## src/rtl/stack_seq.sv

```systemverilog
// stack_seq: hardware stack sequencer for PUSH/POP/CALL/RET/INT/RTI.
// Each accepted request becomes a short burst of 16-bit word writes or reads
// on the data-memory port.
// SP is post-decrement on push and pre-increment on pop.
// Build option: define STACK_CHECK_EN to enable overflow/underflow guarding.
// With it defined, a guarded access is suppressed and the sticky stack_err is set.
// Without it, SP wraps freely and stack_err is tied low.
module stack_seq #(
  parameter int unsigned       ADDR_W  = 12,
  parameter logic [ADDR_W-1:0] SP_INIT = {ADDR_W{1'b1}}
) (
  input  logic              clk,
  input  logic              reset,
  input  logic              op_valid,
  input  logic [2:0]        op_code,
  input  logic [15:0]       wdata,
  input  logic [31:0]       pc_in,
  input  logic [2:0]        flags_in,
  input  logic [15:0]       mem_rdata,
  output logic              ready,
  output logic              mem_we,
  output logic              mem_re,
  output logic [ADDR_W-1:0] mem_addr,
  output logic [15:0]       mem_wdata,
  output logic              pop_valid,
  output logic [15:0]       pop_data,
  output logic              pc_load,
  output logic [31:0]       pc_out,
  output logic              flags_load,
  output logic [2:0]        flags_out,
  output logic              done,
  output logic              stack_err,
  output logic [ADDR_W-1:0] sp_out
);

  typedef enum logic [1:0] {
    S_IDLE   = 2'd0,
    S_PUSH   = 2'd1,
    S_POP    = 2'd2,
    S_FINISH = 2'd3
  } state_t;

  localparam logic [2:0] OP_PUSH = 3'b000;
  localparam logic [2:0] OP_POP  = 3'b001;
  localparam logic [2:0] OP_CALL = 3'b010;
  localparam logic [2:0] OP_RET  = 3'b011;
  localparam logic [2:0] OP_INT  = 3'b100;
  localparam logic [2:0] OP_RTI  = 3'b101;

  localparam logic [ADDR_W-1:0] SP_ONE = {{(ADDR_W-1){1'b0}}, 1'b1};

  state_t              r_state;
  logic [1:0]          r_cnt;       // words still to transfer in this sequence
  logic [ADDR_W-1:0]   r_sp;
  logic [2:0]          r_op;
  logic [15:0]         r_wdata;
  logic [31:0]         r_pc;
  logic [2:0]          r_flags;
  logic [15:0]         r_lo;        // popped PC low half (RET/RTI)
  logic [2:0]          r_fw;        // popped flags word (RTI)

  state_t              w_state_next;
  logic [1:0]          w_cnt_next;
  logic [ADDR_W-1:0]   w_sp_next;
  logic                w_accept;
  logic [15:0]         w_push_word;
  logic                w_push_blk;
  logic                w_pop_blk;

`ifdef STACK_CHECK_EN
  logic r_stack_err;
  logic w_err_set;

  // A push into address 0 or a pop from an empty stack is refused.
  assign w_push_blk = (r_sp == '0);
  assign w_pop_blk  = (r_sp == SP_INIT);
  assign w_err_set  = ((r_state == S_PUSH) && w_push_blk) ||
                      ((r_state == S_POP)  && w_pop_blk);
  assign stack_err  = r_stack_err;

  // Sticky error flag, cleared only by reset.
  always_ff @(posedge clk or negedge reset) begin
    if (!reset) begin
      r_stack_err <= 1'b0;
    end else if (w_err_set) begin
      r_stack_err <= 1'b1;
    end
  end
`else
  assign w_push_blk = 1'b0;
  assign w_pop_blk  = 1'b0;
  assign stack_err  = 1'b0;
`endif

  assign sp_out = r_sp;

  // Select the word to write; r_cnt counts down, so the highest count goes first.
  always_comb begin
    w_push_word = r_wdata;
    case (r_op)
      OP_CALL: w_push_word = (r_cnt == 2'd2) ? r_pc[31:16] : r_pc[15:0];
      OP_INT: begin
        case (r_cnt)
          2'd3:    w_push_word = r_pc[31:16];
          2'd2:    w_push_word = r_pc[15:0];
          default: w_push_word = {13'b0, r_flags};
        endcase
      end
      default: w_push_word = r_wdata;
    endcase
  end

  // Next-state, SP update and all port outputs.
  always_comb begin
    w_state_next = r_state;
    w_cnt_next   = r_cnt;
    w_sp_next    = r_sp;
    w_accept     = 1'b0;
    ready        = 1'b0;
    mem_we       = 1'b0;
    mem_re       = 1'b0;
    mem_addr     = '0;
    mem_wdata    = '0;
    pop_valid    = 1'b0;
    pop_data     = '0;
    pc_load      = 1'b0;
    pc_out       = '0;
    flags_load   = 1'b0;
    flags_out    = '0;
    done         = 1'b0;

    case (r_state)
      S_IDLE: begin
        ready = 1'b1;
        // 11x op_codes are reserved and silently dropped.
        if (op_valid && (op_code[2:1] != 2'b11)) begin
          w_accept = 1'b1;
          case (op_code)
            OP_PUSH: begin w_state_next = S_PUSH; w_cnt_next = 2'd1; end
            OP_CALL: begin w_state_next = S_PUSH; w_cnt_next = 2'd2; end
            OP_INT:  begin w_state_next = S_PUSH; w_cnt_next = 2'd3; end
            OP_POP:  begin w_state_next = S_POP;  w_cnt_next = 2'd1; end
            OP_RET:  begin w_state_next = S_POP;  w_cnt_next = 2'd2; end
            default: begin w_state_next = S_POP;  w_cnt_next = 2'd3; end
          endcase
        end
      end

      S_PUSH: begin
        if (w_push_blk) begin
          done         = 1'b1;
          w_state_next = S_IDLE;
          w_cnt_next   = 2'd0;
        end else begin
          mem_we    = 1'b1;
          mem_addr  = r_sp;
          mem_wdata = w_push_word;
          w_sp_next = r_sp - SP_ONE;
          if (r_cnt == 2'd1) begin
            // Pushes finish on the last write; no FINISH cycle is needed.
            done         = 1'b1;
            w_state_next = S_IDLE;
            w_cnt_next   = 2'd0;
          end else begin
            w_cnt_next = r_cnt - 2'd1;
          end
        end
      end

      S_POP: begin
        if (w_pop_blk) begin
          done         = 1'b1;
          w_state_next = S_IDLE;
          w_cnt_next   = 2'd0;
        end else begin
          mem_re    = 1'b1;
          mem_addr  = r_sp + SP_ONE;
          w_sp_next = r_sp + SP_ONE;
          if (r_cnt == 2'd1) begin
            w_state_next = S_FINISH;
            w_cnt_next   = 2'd0;
          end else begin
            w_cnt_next = r_cnt - 2'd1;
          end
        end
      end

      S_FINISH: begin
        // The final read's data arrives this cycle and is used directly.
        done         = 1'b1;
        w_state_next = S_IDLE;
        case (r_op)
          OP_POP: begin
            pop_valid = 1'b1;
            pop_data  = mem_rdata;
          end
          OP_RET: begin
            pc_load = 1'b1;
            pc_out  = {mem_rdata, r_lo};
          end
          OP_RTI: begin
            pc_load    = 1'b1;
            pc_out     = {mem_rdata, r_lo};
            flags_load = 1'b1;
            flags_out  = r_fw;
          end
          default: ;
        endcase
      end

      default: w_state_next = S_IDLE;
    endcase
  end

  // Control state and stack pointer.
  always_ff @(posedge clk or negedge reset) begin
    if (!reset) begin
      r_state <= S_IDLE;
      r_cnt   <= 2'd0;
      r_sp    <= SP_INIT;
    end else begin
      r_state <= w_state_next;
      r_cnt   <= w_cnt_next;
      r_sp    <= w_sp_next;
    end
  end

  // Latch the request operands when a request is accepted.
  always_ff @(posedge clk or negedge reset) begin
    if (!reset) begin
      r_op    <= 3'd0;
      r_wdata <= 16'd0;
      r_pc    <= 32'd0;
      r_flags <= 3'd0;
    end else if (w_accept) begin
      r_op    <= op_code;
      r_wdata <= wdata;
      r_pc    <= pc_in;
      r_flags <= flags_in;
    end
  end

  // Capture the data of the previous read.
  // The word read at count k returns while r_cnt == k-1: count 3 is flags, count 2 is the PC low half.
  // Captures during a sequence's first read are stale but never consumed.
  always_ff @(posedge clk or negedge reset) begin
    if (!reset) begin
      r_lo <= 16'd0;
      r_fw <= 3'd0;
    end else if (r_state == S_POP) begin
      if (r_cnt == 2'd2) begin
        r_fw <= mem_rdata[2:0];
      end
      if (r_cnt == 2'd1) begin
        r_lo <= mem_rdata;
      end
    end
  end

endmodule

```

## config.mk

```make
export PLATFORM = sky130hd
export DESIGN_NAME = stack_seq
export DESIGN_NICKNAME = d
export VERILOG_FILES = /design/src/rtl/stack_seq.sv
export SDC_FILE = /design/constraint.sdc
export NUM_CORES = 1
export LEC_CHECK = 0
export ABC_AREA = 1
export CORE_MARGIN = 5
export CORE_UTILIZATION = 30
export CTS_BUF_LIST = sky130_fd_sc_hd__clkbuf_8 sky130_fd_sc_hd__clkbuf_16
export CTS_CLUSTER_SIZE = 8
export DETAILED_ROUTE_END_ITERATION = 16
export HOLD_SLACK_MARGIN = 0.02
export PLACE_DENSITY_LB_ADDON = 0.2
export SYNTH_ARGS = -nofsm -noshare
export SYNTH_HDL_FRONTEND = slang
export SYNTH_SLANG_ARGS = --single-unit
```

## constraint.sdc

```tcl
create_clock -name clk -period 2.1 [get_ports clk]
set_input_delay 0.525 -clock clk [delete_from_list [all_inputs] [get_ports clk]]
set_output_delay 0.525 -clock clk [all_outputs]
set_load 0.05 [all_outputs]
```

==> flow_summary.ini, run 1 <==
[critical_path]
path_class = reg2out
critPathCaptureType = output port
cp_data_required_time_ps = 1570
arrival_ps = 1910
crit_family = flip-flops
slowest_delay_ps = 650
cpMaxStageDelayCell = dfstp_4
path_buf_inv = 4
cp-start-kind = register
crit_fanout = 6
path_cells = buf_12, nand2_4, nor2_4, buf_4, buf_6, nand3_2, nand3_2, a21oi_4, buf_12

[cts]
cts_root_buf = clkbuf_16
cts.clk_slew.worst_paths_ps = 70
cts.sinks = 89
clkLatencyLatePin_ps = 340
cts_hold_buffers = 0
cts_made_buffers = 9
htree_levels = 3
clockBufferDepth = 2
cts_tree = yes

[placed_design]
dp_hpwl_um = 12700
placedInstanceArea_um2 = 8780
port_buffers = 170
gp_congestion = 0.814
dp.cells = 1126

[synthesis]
syn_avg_cell_area_um2 = 7.40
yosysTopAreaCell = dfrtp_1
netlist_area_um2 = 5350
ys_top_cells_by_area = dfrtp_1, nand2_1, o21ai_0
synth_cell_types = 27
yosysWarnings = 0
synthesis.nets = 807
netlist.area_leader.share_pct = 36.0
synth_cells = 723
synth_seq_cells = 89
ys_seq_area_share_pct = 41.9

[floorplan]
die_area_um2 = 20600
die_h_um = 144
die_w_um = 144
core_area_um2 = 17400
ioPinCount = 172
rows = 48
initial_core_util_pct = 30.7

[global_routing]
grt_max_degree = 43
grt_pass1_wl_um = 29100
grt-ovfl-total = 0
grt_usage_pct = 17.9
antenna_found_initial = 0
grt_pass1_vias = 5511

[timing]
setup_viol = 82
fin_crit_ps = 2440
clock_skew_ps = 7.15
whs_ps = 119
max_freq_mhz = 410
hold_viol_final = 0
rsz0062_at_grt = yes
finalCritPeriodShare_pct = 116
finalSetupTns_ps = -20670
relSlewSlack_pct = 66.6
worst_slew_pin_slew_ps = 496
timing.final.ws_setup_ps = -338
finalMaxSlewViolations = 0

[layout]
fin_util_pct = 60.6
mostFrequentLayoutCells = nand2_1, inv_1, buf_12, dfrtp_1, clkdlybuf4s50_1
instances_no_fill = 1200
final_layout_size_suffix_gt1_share_pct = 47.1
final_common_cell = nand2_1
fin_area_um2 = 10600
syn2layout_area_growth_pct = 97.5
n_antenna_cell = 0
final_nets = 1054

[run_status]
violations = negative setup slack
status = complete, but fails checks

[detailed_routing]
totalWireLength_um = 18800
drtIter0Drc = 285
firstDrtPassIters = 5
detail_route.wl_per_cell_um = 15.7
ant_nets = 0
drc = 0
dr_total_vias = 5671
viasPerCell = 4.73

[min_path]
hp-class = in2async

[power_and_ir_drop]
peakVddDrop_uv = 1010
power_density_nw_per_um2 = 1550
leakage_nw = 4.58

[run]
cap_violations = 0
cell usage after synthesis:
library cell	instances
nand3_1	21
inv_2	4
clkbuf_1	10
mux2_2	34
dfrtp_1	77
nor2_1	93
a21oi_1	39
buf_6	8
inv_1	92
buf_4	1
buf_2	16
ha_1	11
a31oi_1	15
clkbuf_2	1
dfstp_2	12
nor3_1	3
o21ai_0	77
o21ai_1	2
nor3_4	2
nand2_2	1
nor2_4	1
xor2_1	1
nor2_2	9
conb_1	1
nand4_1	3
nand2_1	188
o2111ai_1	1
stage by stage:
stage,setup slack (ps),power (mW)
4_1_cts,-363,15.5
3_3_place_gp,-50.1,12.2
3_5_place_dp,-60.6,12.3
2_1_floorplan,-104,9.24
6_report,-338,16.4
5_1_grt,-426,17.4
cells by family (layout without fill, tap and decap cells):
kind of cell / Yosys count / in the layout / share of synthesized area (%)
AO/OA/AOI/OAI: 134 / 134 / 13.0
XOR/XNOR: 1 / 1 / 0.164
buffers and inverters: 132 / 384 / 10.9
multiplexers: 34 / 34 / 7.16
flip-flops: 89 / 89 / 41.9
adder cells (fa/ha/maj): 11 / 11 / 2.57
AND/OR/NAND/NOR: 321 / 321 / 24.3
other: 1 / 1 / 0.0701
worst register-to-register path: cells and delay by family, from the launching register on:
family                     cells  cell delay (ps)
buffers and inverters          7              740
and+or+nand+nor                8              590
adders and majority gates      1              150
DFF                            1              650
power by group:
part | internal (mW) | leakage [nW] | switching (mW)
Sequential | 2.68 | 1.02 | 0.713
Combinational | 5.03 | 3.41 | 6.35
Clock | 0.914 | 0.149 | 0.688
final cells by class:
| cell class | instances | area, µm² |
|---|---|---|
| clock inverters | 7 | 66.3 |
| fillers | 1474 | 6860 |
| well taps | 225 | 282 |
| clock buffers | 9 | 225 |
| inverters | 96 | 397 |
| multi-input cells | 502 | 3790 |
| flip-flops and latches | 89 | 2260 |
| repair buffers | 272 | 3540 |
sequential cells by signal, summed over array words and instances, names as in the netlist:
signal and cells:
r_pc 32, r_lo 16, r_wdata 16, sp_out 12
r_flags 3, r_fw 3, r_op 3, r_cnt 2
r_state 2
worst paths after layout:
kind / endpoint / slack [ps] / cells after the start / start
max in group asynchronous: sp_out[7] / 1380 / 2 / reset
setup / recovery: mem_addr[5] / -340 / 9 / sp_out[1]
hold reg to reg: r_lo[8] / 490 / 2 / r_lo[8]
min in group clk: r_lo[8] / 490 / 2 / r_lo[8]
hold / removal: r_wdata[6] / 120 / 1 / reset
setup reg to reg: sp_out[10] / -100 / 16 / sp_out[1]
per-layer routing:
layer | routed length, µm | track usage [%] | vias to the layer above
met2 | 9510 | 30.3 | 135
met5 | 0 | 0 | -
li1 | - | - | 2792
met3 | 929 | 3.26 | 21
met4 | 288 | 4.76 | 0
met1 | 8110 | 23.5 | 2723
repair_timing:
item	4_1_cts	5_1_grt
cloned	7	3
resized for setup	165	112
pin swaps	48	62
hold endpoints to repair	0	0
setup endpoints to repair	80	84
setup buffers	37	21
No activity file was read; power rests on OpenSTA's default activity.
==> run 2, diff against run 1 <==
GPL_TIMING_DRIVEN = 0   (was not set)
==> run 2 against run 1 <==
Compared with the run above: the flow still finishes with violations (negative setup slack); routed wire length down 0.44%; power is 9.0% lower; final cell count fell by 0.50%; clock-buffer cell count up 1; critical endpoint is now mem_wdata[15]; worst setup slack lost 130 ps; clock power is 6% higher; fmax decreased by 5.0%.
==> flow_summary.ini, run 2 (same netlist as run 1, synthesis figures left out) <==
[detailed_routing]
totalWireLength_um = 18800
dr_total_vias = 5554
viasPerCell = 4.65
drc = 0
detail_route.wl_per_cell_um = 15.7
drtIter0Drc = 196
ant_nets = 0
firstDrtPassIters = 4

[layout]
fin_area_um2 = 9710
final_common_cell = nand2_1
final_layout_size_suffix_gt1_share_pct = 42.4
n_antenna_cell = 0
final_nets = 1048
syn2layout_area_growth_pct = 81.5
regMostFlops = r_pc
largest_register_ffs = 32
reg_top3 = r_pc x32, r_lo x16, r_wdata x16
mostFrequentLayoutCells = nand2_1, buf_6, inv_1, dfrtp_1, clkdlybuf4s50_1

[floorplan]
initial_core_util_pct = 30.7
die_area_um2 = 20600
core_area_um2 = 17400
die_h_um = 144
die_w_um = 144
ioPinCount = 172
rows = 48

[critical_path]
path_cells = inv_2, ha_4, clkinvlp_4, clkbuf_8, o21ai_2, nand2_1, a31oi_4, buf_6
crit_path_end = mem_wdata[15]
crit_fanout = 8
arrival_ps = 2040
r2r-end = r_wdata[5]
cpMaxStageDelayCell = dfrtp_1
path_class = reg2out
slowest_delay_ps = 420
startpoint = r_cnt[0]
critPathCaptureType = output port
r2r-start = r_state[0]
cp-start-kind = register
ff2ff_path_depth = 7
cp_data_required_time_ps = 1570
ff2ff_setup_slack_ps = 160

[timing]
setup_viol = 70
finalMaxSlewViolations = 0
timing.final.ws_setup_ps = -467
rsz0062_at_grt = yes
max_freq_mhz = 390
fin_crit_ps = 2570
clock_skew_ps = 12.7
finalCritPeriodShare_pct = 122
hold_viol_final = 0
relSlewSlack_pct = 65.8
worst_slew_pin_slew_ps = 515

[cts]
cts_made_buffers = 9
clkLatencyLatePin_ps = 340
clockBufferDepth = 2
cts_tree = yes
htree_levels = 3
cts.sinks = 89
cts_hold_buffers = 0
cts_root_buf = clkbuf_16
cts.clk_slew.worst_paths_ps = 70

[placed_design]
dp_slack_ps = -995
port_buffers = 170
dp_hpwl_um = 13300
placedInstanceArea_um2 = 8160
gp_congestion = 0.839

[run]
cap_violations = 0

[global_routing]
grt-busiest-layer = met2
grt_util_met1_pct = 24.7
antenna_found_initial = 0
grt_usage_pct = 18.2
grt_max_degree = 65
grt_pass1_wl_um = 29600
grt_use_met2_pct = 30.2
gr-usage-met3_pct = 3.19
grt_pass1_vias = 5566
grt-ovfl-total = 0

[power_and_ir_drop]
power_density_nw_per_um2 = 1530
seq_power_share_pct = 22.1
p_clk_share_pct = 11.3
power_switching_share_pct = 48.9
combPwrFrac_pct = 66.5
p_int_mw = 7.61
p_sw_mw = 7.29
leakage_nw = 4.28
peakVddDrop_uv = 850

[run_status]
status = complete, but fails checks
violations = negative setup slack

[min_path]
hp-class = in2async
run 2: cell type report:
type	count	area, µm²
plain buffers	34	374
clock buffers	10	239
clock inverters	6	65.1
fillers	1586	7710
inverters	96	393
multi-input cells	502	3590
flip-flops and latches	89	2260
well taps	225	282
repair buffers	232	2500
run 2: timing repair:
action,in CTS,in global routing
pin swaps,60,21
gates cloned,2,3
setup buffers,45,12
gates resized for setup,712,86
endpoints found under the setup margin,98,84
run 2: worst max-delay path: cells and delay by family (launching register included):
family | cells | cell delay, ps
AOI/OAI and AO/OA | 2 | 270
DFF | 1 | 420
and+or+nand+nor | 1 | 90
adders and majority gates | 1 | 160
buffers and inverters | 4 | 760
run 2: per-layer routing:
metal  part of all wire, %  vias to the layer above
met2                    49                      122
met3                   4.7                       18
met5                     0                        -
met4                   1.2                        0
met1                    45                     2641
li1                      -                     2773
run 2: worst min-delay path by stage:
stage,start,to,slack (ps),cells past startpoint
after CTS,reset,r_pc[1],110,1
after detailed placement,r_lo[10],r_lo[10],470,2
after floorplan,reset,r_cnt[0],230,0
after global placement,r_lo[10],r_lo[10],470,2
after global routing,reset,r_pc[5],120,1
final,reset,r_pc[1],100,1
run 2: metrics by stage:
| stage | setup TNS, ps | power, mW | std cells | hold slack, ps | util (%) |
|---|---|---|---|---|---|
| 2_1_floorplan | -1240 | 9.24 | 723 | 229 | - |
| 3_3_place_gp | -314260 | 11.3 | 1118 | 467 | 46.7 |
| 3_5_place_dp | -50410 | 11.5 | 1119 | 475 | 46.8 |
| 4_1_cts | -15440 | 14.6 | 1182 | 106 | 53.3 |
| 5_1_grt | -22460 | 16.0 | 1194 | 121 | 55.8 |
| 6_report | -15260 | 14.9 | 1194 | 101 | 55.8 |
run 2: power by group through the flow:
stage | logic, mW | registers, mW | clock network (mW)
finish | 9.91 | 3.29 | 1.69
global route | 10.7 | 3.43 | 1.82
CTS | 9.61 | 3.29 | 1.74
detailed placement | 8.09 | 3.37 | 0
global placement | 8.00 | 3.34 | 0
floorplan | 5.67 | 3.56 | 0
==> run 3, diff against run 2 <==
PLACE_DENSITY_LB_ADDON = 0.15   (was 0.2)
==> run 3 against run 2 <==
Compared with the run above: worst hold slack improved by 8.7 ps; clock-buffer cell count unchanged; via count about the same; flip-flop and latch count unchanged; utilization increased by 0.27 points; critical endpoint is now mem_wdata[13]; the flow still finishes with violations (negative setup slack); global-route usage decreased by 0.37 points.
==> flow_summary.ini, run 3 (same netlist as run 1, synthesis figures left out) <==
[placed_design]
port_buffers = 170
dp_hpwl_um = 13000
dp_slack_ps = -999
gp_congestion = 0.817
placedInstanceArea_um2 = 8160

[cts]
cts_root_buf = clkbuf_16
cts_hold_buffers = 0
cts.sinks = 89
cts_tree = yes
clockBufferDepth = 2
clkLatencyLatePin_ps = 350
cts_made_buffers = 9
cts.clk_slew.worst_paths_ps = 70
htree_levels = 3

[critical_path]
path_buf_inv = 4
cpMaxStageDelayCell = dfrtp_1
crit_fanout = 8
critPathCaptureType = output port
path_cells = inv_2, ha_4, clkinvlp_4, buf_8, o21ai_2, nand2_2, a31oi_4, buf_6
path_class = reg2out
arrival_ps = 2000
cp_data_required_time_ps = 1570
slowest_delay_ps = 410
cp-start-kind = register
crit_family = buffers and inverters

[floorplan]
rows = 48
ioPinCount = 172
initial_core_util_pct = 30.7
die_area_um2 = 20600
die_w_um = 144
die_h_um = 144
core_area_um2 = 17400

[timing]
finalMaxSlewViolations = 0
whs_ps = 110
max_freq_mhz = 396
finalCritPeriodShare_pct = 120
clock_skew_ps = 7.67
setup_viol = 82
timing.final.ws_setup_ps = -428
rsz0062_at_grt = yes
hold_viol_final = 0
fin_crit_ps = 2530

[layout]
fin_area_um2 = 9760
fin_util_pct = 56.0
syn2layout_area_growth_pct = 82.4
largest_register_ffs = 32
final_layout_size_suffix_gt1_share_pct = 43.2
final_nets = 1050
regArea_um2 = 2260
n_antenna_cell = 0
multiInputGateArea_um2 = 3640
n_fill_cell = 1603
regMostFlops = r_pc
reg_top3 = r_pc x32, r_lo x16, r_wdata x16
final_common_cell = nand2_1
mostFrequentLayoutCells = nand2_1, buf_6, inv_1, dfrtp_1, clkdlybuf4s50_1

[global_routing]
grt_usage_pct = 17.8
grt_pass1_wl_um = 29000
grt_pass1_vias = 5541
grt-ovfl-total = 0
antenna_found_initial = 0
grt_max_degree = 63

[detailed_routing]
detail_route.wl_per_cell_um = 15.7
dr_total_vias = 5550
drc = 0
totalWireLength_um = 18700
firstDrtPassIters = 5
viasPerCell = 4.64
ant_nets = 0
drtIter0Drc = 220

[power_and_ir_drop]
power_density_nw_per_um2 = 1540
leakage_nw = 4.29
peakVddDrop_uv = 1100
finalPower_mw = 15.0

[min_path]
hp-class = in2async

[run]
cap_violations = 0

[run_status]
violations = negative setup slack
status = complete, but fails checks
==> run 3: cell types whose count changed in the layout (fill, tap and decap cells not counted), sizes merged <==
cell,before,now
clkdlybuf4s15,4,5
clkinvlp,2,4
bufinv,1,0
dlygate4sd2,9,8
clkbuf,25,22
inv,97,96
buf,167,172
==> run 3: final cells by class <==
| class | count | area share, % |
|---|---|---|
| Clock inverter | 6 | 0.423 |
| Timing Repair Buffer | 235 | 25.9 |
| Multi-Input combinational cell | 502 | 37.3 |
| Inverter | 96 | 4.13 |
| Tap cell | 225 | 2.88 |
| Buffer | 33 | 3.77 |
| Clock buffer | 10 | 2.45 |
| Sequential cell | 89 | 23.1 |
==> run 3: worst paths after layout <==
check | start | to | depth (start not counted) | slack, ps
max | r_cnt[0] | mem_wdata[13] | 8 | -430
min | reset | r_wdata[0] | 1 | 110
max reg2reg | r_state[0] | r_wdata[4] | 9 | 20
min reg2reg | r_lo[3] | r_lo[3] | 2 | 480
max in group asynchronous | reset | r_lo[13] | 2 | 1330
min in group clk | r_lo[3] | r_lo[3] | 2 | 480
==> run 3: what timing repair did <==
item / in CTS / in global routing
gates resized for setup: 708 / 112
endpoints found under the hold margin: 0 / 0
setup endpoints to repair: 98 / 85
buffers inserted: 40 / 21
cloned: 2 / 1
pin swaps: 53 / 39
==> run 3: through the flow <==
stage          std cells  TNS (ps)
2_1_floorplan        723     -1240
6_report            1196    -18330
4_1_cts             1177    -18990
3_5_place_dp        1119    -51100
5_1_grt             1196    -27110
3_3_place_gp        1118   -314220
==> run 3: report_power, final <==
group	internal (mW)	switching, mW
sequential	2.68	0.619
clock	0.838	0.735
combinational	4.06	6.06
total	7.58	7.42
==> run 3: routing by layer <==
| layer | GRT usage [%] | vias to the layer above | share of wire [%] |
|---|---|---|---|
| li1 | - | 2774 | - |
| met1 | 24.5 | 2606 | 46 |
| met2 | 28.9 | 152 | 47 |
| met3 | 3.36 | 18 | 5.6 |
| met4 | 4.61 | 0 | 1.4 |
| met5 | 0 | - | 0 |
